**config.mk**
```make
export PLATFORM = sky130hd
export DESIGN_NAME = display_scan_ctrl
export DESIGN_NICKNAME = d
export VERILOG_FILES = /design/src/rtl/display_pkg.sv /design/src/rtl/scan_tick_gen.sv /design/src/rtl/display_scan_ctrl.sv
export SDC_FILE = /design/constraint.sdc
export NUM_CORES = 1
export LEC_CHECK = 0
export ABC_AREA = 1
export CORE_UTILIZATION = 57
export DETAILED_ROUTE_END_ITERATION = 10
export PLACE_DENSITY = 0.84
export SKIP_LAST_GASP = 1
export SLEW_MARGIN = 20
export SYNTH_ARGS = -nofsm -noshare
export SYNTH_HDL_FRONTEND = slang
export SYNTH_SLANG_ARGS = --single-unit
```
**constraint.sdc**
```tcl
create_clock -name clk -period 1.7 [get_ports clk]
set_input_delay 0.34 -clock clk [delete_from_list [all_inputs] [get_ports clk]]
set_output_delay 0.34 -clock clk [all_outputs]
set_load 0.02 [all_outputs]
```
**src/rtl/display_pkg.sv**
```systemverilog
// Shared types and constants for the multiplexed seven-segment display scanner.
package display_pkg;

  localparam int unsigned Y_W     = 8;
  localparam int unsigned OP_W    = 4;
  localparam int unsigned DIGIT_W = 4;
  localparam int unsigned ANODE_W = 4;

  typedef enum logic [1:0] {
    S0 = 2'd0,
    S1 = 2'd1,
    S2 = 2'd2,
    S3 = 2'd3
  } slot_e;

  localparam logic [ANODE_W-1:0] ANODE_S0  = 4'b1110;
  localparam logic [ANODE_W-1:0] ANODE_S1  = 4'b1101;
  localparam logic [ANODE_W-1:0] ANODE_S2  = 4'b1011;
  localparam logic [ANODE_W-1:0] ANODE_S3  = 4'b0111;
  localparam logic [ANODE_W-1:0] ANODE_OFF = 4'b1111;

  typedef struct packed {
    logic [Y_W-1:0]  y;
    logic [OP_W-1:0] op;
  } disp_t;

  function automatic slot_e slot_next(input slot_e s);
    case (s)
      S0:      return S1;
      S1:      return S2;
      S2:      return S3;
      default: return S0;
    endcase
  endfunction

  function automatic logic [ANODE_W-1:0] slot_anode(input slot_e s);
    case (s)
      S0:      return ANODE_S0;
      S1:      return ANODE_S1;
      S2:      return ANODE_S2;
      default: return ANODE_S3;
    endcase
  endfunction

  // Slot order: op code, constant zero, low result nibble, high result nibble.
  function automatic logic [DIGIT_W-1:0] slot_digit(input slot_e s, input disp_t d);
    case (s)
      S0:      return d.op;
      S1:      return 4'h0;
      S2:      return d.y[3:0];
      default: return d.y[7:4];
    endcase
  endfunction

endpackage

```
**src/rtl/scan_tick_gen.sv**
```systemverilog
// Free-running 0..DIV-1 counter; tick_c is high during the terminal count cycle.
module scan_tick_gen #(
  parameter int unsigned DIV = 100000
) (
  input  logic clk,
  input  logic rst_n,
  output logic tick_c
);

  localparam int unsigned CNT_W = (DIV > 2) ? $clog2(DIV) : 1;

  logic [CNT_W-1:0] cnt_q;
  logic [CNT_W-1:0] cnt_d;

  assign tick_c = (cnt_q == CNT_W'(DIV - 1));

  always_comb begin
    cnt_d = cnt_q + CNT_W'(1);
    if (tick_c) cnt_d = '0;
  end

  always_ff @(posedge clk or negedge rst_n) begin
    if (!rst_n) cnt_q <= '0;
    else        cnt_q <= cnt_d;
  end

endmodule

```
**src/rtl/display_scan_ctrl.sv**
```systemverilog
// Four-digit scan controller with a one-deep pending buffer swapped only at frame wrap.
// Build option: DISPLAY_BLANK_EN blanks the constant-zero slot and a leading-zero high nibble.
module display_scan_ctrl
  import display_pkg::*;
#(
  parameter int unsigned REFRESH_DIV = 100000
) (
  input  logic       clk,
  input  logic       rst_n,
  input  logic [7:0] y_in,
  input  logic [3:0] op_in,
  input  logic       in_valid,
  output logic       in_ready,
  output logic [3:0] anode,
  output logic [3:0] digit,
  output logic       frame_done
);

  logic tick_c;
  logic accept_c;

  slot_e                slot_q, slot_d;
  disp_t                disp_q, disp_d;
  disp_t                pend_q, pend_d;
  logic                 pend_vld_q, pend_vld_d;
  logic                 in_ready_q, in_ready_d;
  logic [ANODE_W-1:0]   anode_q, anode_d;
  logic [DIGIT_W-1:0]   digit_q, digit_d;
  logic                 frame_done_q, frame_done_d;

  scan_tick_gen #(
    .DIV (REFRESH_DIV)
  ) u_tick (
    .clk    (clk),
    .rst_n  (rst_n),
    .tick_c (tick_c)
  );

  assign accept_c = in_valid && in_ready_q;

  always_comb begin
    slot_d       = slot_q;
    disp_d       = disp_q;
    pend_d       = pend_q;
    pend_vld_d   = pend_vld_q;
    frame_done_d = 1'b0;

    if (tick_c) begin
      slot_d = slot_next(slot_q);
      // Display contents only change on the S3->S0 wrap, never mid-frame.
      if (slot_q == S3) begin
        frame_done_d = 1'b1;
        if (pend_vld_q) begin
          disp_d     = pend_q;
          pend_vld_d = 1'b0;
        end
      end
    end

    // An accept coinciding with the wrap lands in pending; it waits a full frame.
    if (accept_c) begin
      pend_d     = '{y: y_in, op: op_in};
      pend_vld_d = 1'b1;
    end

    in_ready_d = !pend_vld_d;

    anode_d = slot_anode(slot_d);
    digit_d = slot_digit(slot_d, disp_d);
`ifdef DISPLAY_BLANK_EN
    if ((slot_d == S1) || ((slot_d == S3) && (disp_d.y[7:4] == 4'h0))) anode_d = ANODE_OFF;
`endif
  end

  always_ff @(posedge clk or negedge rst_n) begin
    if (!rst_n) begin
      slot_q       <= S0;
      disp_q       <= '0;
      pend_q       <= '0;
      pend_vld_q   <= 1'b0;
      in_ready_q   <= 1'b0;
      anode_q      <= ANODE_S0;
      digit_q      <= 4'h0;
      frame_done_q <= 1'b0;
    end else begin
      slot_q       <= slot_d;
      disp_q       <= disp_d;
      pend_q       <= pend_d;
      pend_vld_q   <= pend_vld_d;
      in_ready_q   <= in_ready_d;
      anode_q      <= anode_d;
      digit_q      <= digit_d;
      frame_done_q <= frame_done_d;
    end
  end

  assign in_ready   = in_ready_q;
  assign anode      = anode_q;
  assign digit      = digit_q;
  assign frame_done = frame_done_q;

endmodule

```
==> out/metrics.json, run 1 <==
{
  "vias_per_cell": {"value": 5.219},
  "via_count": {"value": 2526},
  "initial_core_util": {"value": 0.5974},
  "detailed_placer_s_ending_hpwl": {"value": 4269, "unit": "µm"},
  "synth_area_leaders": {"value": "sky130_fd_sc_hd__dfrtp_1, sky130_fd_sc_hd__nand2_1, sky130_fd_sc_hd__nand3_1"},
  "unrepaired_setup_endpoints_after_global_routing": {"value": "yes"},
  "criticalPathCategory": {"value": "flip-flop to flip-flop"},
  "clock_tree.root_cell": {"value": "sky130_fd_sc_hd__clkbuf_8"},
  "ys_ff_latch": {"value": 54},
  "cts_tree": {"value": "done"},
  "drtAntennaViolNets": {"value": 0},
  "timing.max_slew.rel_slack": {"value": 0.7385},
  "violations": {"value": "negative setup slack"},
  "most_common_cell_after_layout_fill_and_taps_aside": {"value": "sky130_fd_sc_hd__nand2_1"},
  "min-delay-path-class": {"value": "input pin to asynchronous set/reset pin"},
  "most-common-layout-cells": {"value": "sky130_fd_sc_hd__nand2_1, sky130_fd_sc_hd__inv_1, sky130_fd_sc_hd__dfrtp_1"},
  "timing.setup.tns": {"value": -0.02411, "unit": "ns"},
  "global_route_wire_length_before_repair": {"value": 10010, "unit": "µm"},
  "status": {"value": "complete, but fails checks"},
  "seq_area_frac_synth": {"value": 0.4740},
  "filler_cell_count": {"value": 325},
  "critPathRequiredTime": {"value": 1.96, "unit": "ns"},
  "fmax": {"value": 0.5800, "unit": "GHz"},
  "setup.worst_path.end": {"value": "digit[1]"},
  "power_density": {"value": 626.7, "unit": "mW/mm²"},
  "final_max_slew_viol_count": {"value": 0},
  "post-synth-top-area-fraction": {"value": 0.4464},
  "grt_pass1_vias": {"value": 2266},
  "std_cell_rows": {"value": 25},
  "static-leakage-power": {"value": 0.001798, "unit": "µW"},
  "synth-edff-count": {"value": 0},
  "final.min_clock_period": {"value": 1.724, "unit": "ns"},
  "synth_area_per_cell": {"value": 7.624, "unit": "µm²"},
  "worst-r2r-setup-slack": {"value": -0.02, "unit": "ns"},
  "drt-wirelength-per-cell": {"value": 13.62, "unit": "µm"},
  "drive_above_1_share": {"value": 0.1727},
  "ys_async_sr_fraction": {"value": 1.000},
  "yosysWarningCount": {"value": 0},
  "post_synthesis_net_count": {"value": 394},
  "worst_setup_path_startpoint": {"value": "u_tick.cnt_q[1]"},
  "initial_antenna_violation_count": {"value": 0},
  "post_synth_num_cell_types": {"value": 26},
  "most_area_hungry_cell_type_in_the_yosys_netlist": {"value": "sky130_fd_sc_hd__dfrtp_1"},
  "drv_cap": {"value": 0},
  "fp.dieW": {"value": 72.82, "unit": "µm"},
  "worst-slew-pin-transition": {"value": 0.3913, "unit": "ns"},
  "drt-initial-drc-count": {"value": 173},
  "setup_viol": {"value": 1},
  "power": {"value": 2232, "unit": "µW"},
  "overflow": {"value": 0},
  "timing.critical_path.arrival": {"value": 1.98, "unit": "ns"},
  "final_net_count": {"value": 435},
  "synth.cell_area": {"value": 0.002859, "unit": "mm²"},
  "worst_setup_hold_path_clk_slew": {"value": 0.10, "unit": "ns"},
  "yosys_most_used_dff": {"value": "sky130_fd_sc_hd__dfrtp_1"},
  "fin_crit_sh": {"value": 1.014},
  "timing.final.hold_violations": {"value": 0},
  "post_synth_inst_count": {"value": 375},
  "drt_pre_antenna_iters": {"value": 5},
  "clk_buf_depth": {"value": 2},
  "ios": {"value": 25},
  "cp-start-kind": {"value": "flip-flop"},
  "timing.reg2reg.worst_path_depth": {"value": 9},
  "cts_sinks": {"value": 54},
  "die_height": {"value": 72.82, "unit": "µm"},
  "cts-buffers-inserted": {"value": 5},
  "areaGrowthSynthToFinish": {"value": 24.60, "unit": "%"},
  "timing.critical_path.to_type": {"value": "flip-flop"},
  "placeableCoreArea": {"value": 0.004786, "unit": "mm²"},
  "grt_max_degree": {"value": 41},
  "drc": {"value": 0},
  "final.hold.worst_slack": {"value": 0.4540, "unit": "ns"},
  "count_of_port_buffers_added_during_placement": {"value": 24},
  "htreeDepth": {"value": 2},
  "register_area": {"value": 0.001359, "unit": "mm²"},
  "clock_skew": {"value": 0.01152, "unit": "ns"},
  "globalplace.congestion": {"value": 0.9140},
  "rr_endpoint": {"value": "digit[1]"},
  "clk_latency": {"value": 0.32, "unit": "ns"},
  "grt_use_total": {"value": 0.2484},
  "multi_input_comb_area": {"value": 0.001410, "unit": "mm²"},
  "post_detailed_routing_wire_length": {"value": 6594, "unit": "µm"},
  "startpoint_of_the_most_critical_register_to_register_path": {"value": "u_tick.cnt_q[1]"},
  "full_die_area": {"value": 0.005303, "unit": "mm²"},
  "final.setup.worst_slack": {"value": -0.02411, "unit": "ns"},
  "diodes": {"value": 0},
  "power.ir.vdd_worst": {"value": 0.3841, "unit": "mV"},
  "timing.critical_path.fanout_max": {"value": 8}
}
## state kept, by name (all words and copies together) (netlist names), 2 cells and up
| signal | count |
|---|---|
| pend_q | 12 |
| anode | 4 |
| u_tick.cnt_q | 17 |
| slot_q | 2 |
| digit | 4 |
| disp_q | 12 |
## Yosys cell counts, types with 5 or more instances
master	number
sky130_fd_sc_hd__xor2_1	7
sky130_fd_sc_hd__nand2_1	111
sky130_fd_sc_hd__o21ai_0	6
sky130_fd_sc_hd__nor2_1	44
sky130_fd_sc_hd__nand4_1	5
sky130_fd_sc_hd__dfrtp_1	51
sky130_fd_sc_hd__a21oi_1	16
sky130_fd_sc_hd__nand3_1	42
sky130_fd_sc_hd__mux2_2	5
sky130_fd_sc_hd__inv_1	51
## critical path, cell delays in order, from the launching register on
cell and delay [ns]:
sky130_fd_sc_hd__dfrtp_1 0.38, sky130_fd_sc_hd__ha_2 0.22, sky130_fd_sc_hd__nand2_4 0.08, sky130_fd_sc_hd__nor2_8 0.20, sky130_fd_sc_hd__nand3_2 0.12, sky130_fd_sc_hd__nor2_4 0.21
sky130_fd_sc_hd__nand3_4 0.12, sky130_fd_sc_hd__nand2_2 0.13, sky130_fd_sc_hd__nand3_1 0.12, sky130_fd_sc_hd__nand3_1 0.10
## routing by layer
metal / vias to the layer above / wire (µm) / global-route usage
li1: 1247 / - / -
met4: 0 / 109 / 0.07407
met5: - / 0 / 0
met2: 112 / 3221 / 0.4060
met3: 9 / 470 / 0.04696
met1: 1158 / 2793 / 0.3385
## what timing repair did
item | in CTS | in global routing
gates cloned | 0 | 3
hold buffers | 1 | 0
buffers inserted | 0 | 3
setup endpoints to repair | 7 | 14
pin swaps | 0 | 12
hold endpoints to repair | 14 | 0
gates resized for setup | 5 | 38
## worst min-delay path by stage
stage | start | end | slack (ns) | cells past startpoint
after detailed placement | rst_n | frame_done | 0.27 | 1
final | rst_n | pend_q[7] | 0.45 | 2
after global routing | rst_n | pend_q[7] | 0.48 | 2
after CTS | rst_n | pend_q[7] | 0.46 | 2
after global placement | rst_n | frame_done | 0.28 | 1
after floorplan | rst_n | anode[0] | 0.04 | 0
## kinds of logic (layout without fill, tap and decap cells)
logic type,count (synthesis),count (layout),synth area share
AND/OR/NAND/NOR,218,221,0.3335
buffers and inverters,64,103,0.09365
flip-flops,54,54,0.4740
AO/OA/AOI/OAI,23,23,0.04026
XOR/XNOR,7,7,0.02144
multiplexers,5,5,0.01969
adder cells (fa/ha/maj),4,4,0.01751
## stage by stage
stage                     std cells  instance area (µm²)    util  setup WS (ns)
after detailed placement        469                 3239  0.6769       -0.04161
after global routing            484                 3562  0.7443       -0.09840
final                           484                 3562  0.7443       -0.02411
after global placement          469                 3239  0.6769       -0.01498
after CTS                       478                 3372  0.7046        0.01154
after floorplan                 375                 2859       -         0.1446
## where the power goes
part / leakage, µW / switching, µW / internal (µW)
logic: 0.00106 / 29.2 / 32.9
clock network: 0.0000587 / 440 / 447
registers: 0.000683 / 0 / 1280
total: 0.00180 / 469 / 1760
## final cells by class
cell class                      count  share of cell area
Multi-Input combinational cell    260              0.3959
Sequential cell                    54              0.3815
Timing Repair Buffer               42              0.1106
Inverter                           53             0.05585
Tap cell                           67             0.02353
Clock buffer                        5             0.01932
Clock inverter                      3             0.01335
Power figures use the tool's default switching activity.
==> inputs of run 2 (changes only) <==
- ABC_CLOCK_PERIOD_IN_PS: not set -> 1700
- CAP_MARGIN: not set -> 20
- SLEW_MARGIN: 20 -> not set
==> results of run 2 <==
Same layout as run 1: the final DEF is identical, and so are final timing and power.
==> inputs of run 3 (changes only) <==
--- a/constraint.sdc
+++ b/constraint.sdc
@@ -3,2 +3,2 @@
 set_output_delay 0.34 -clock clk [all_outputs]
-set_load 0.02 [all_outputs]
+set_load 0.01 [all_outputs]
==> results of run 3 <==
Same layout as run 1: the final DEF is identical, and so are final timing and power.
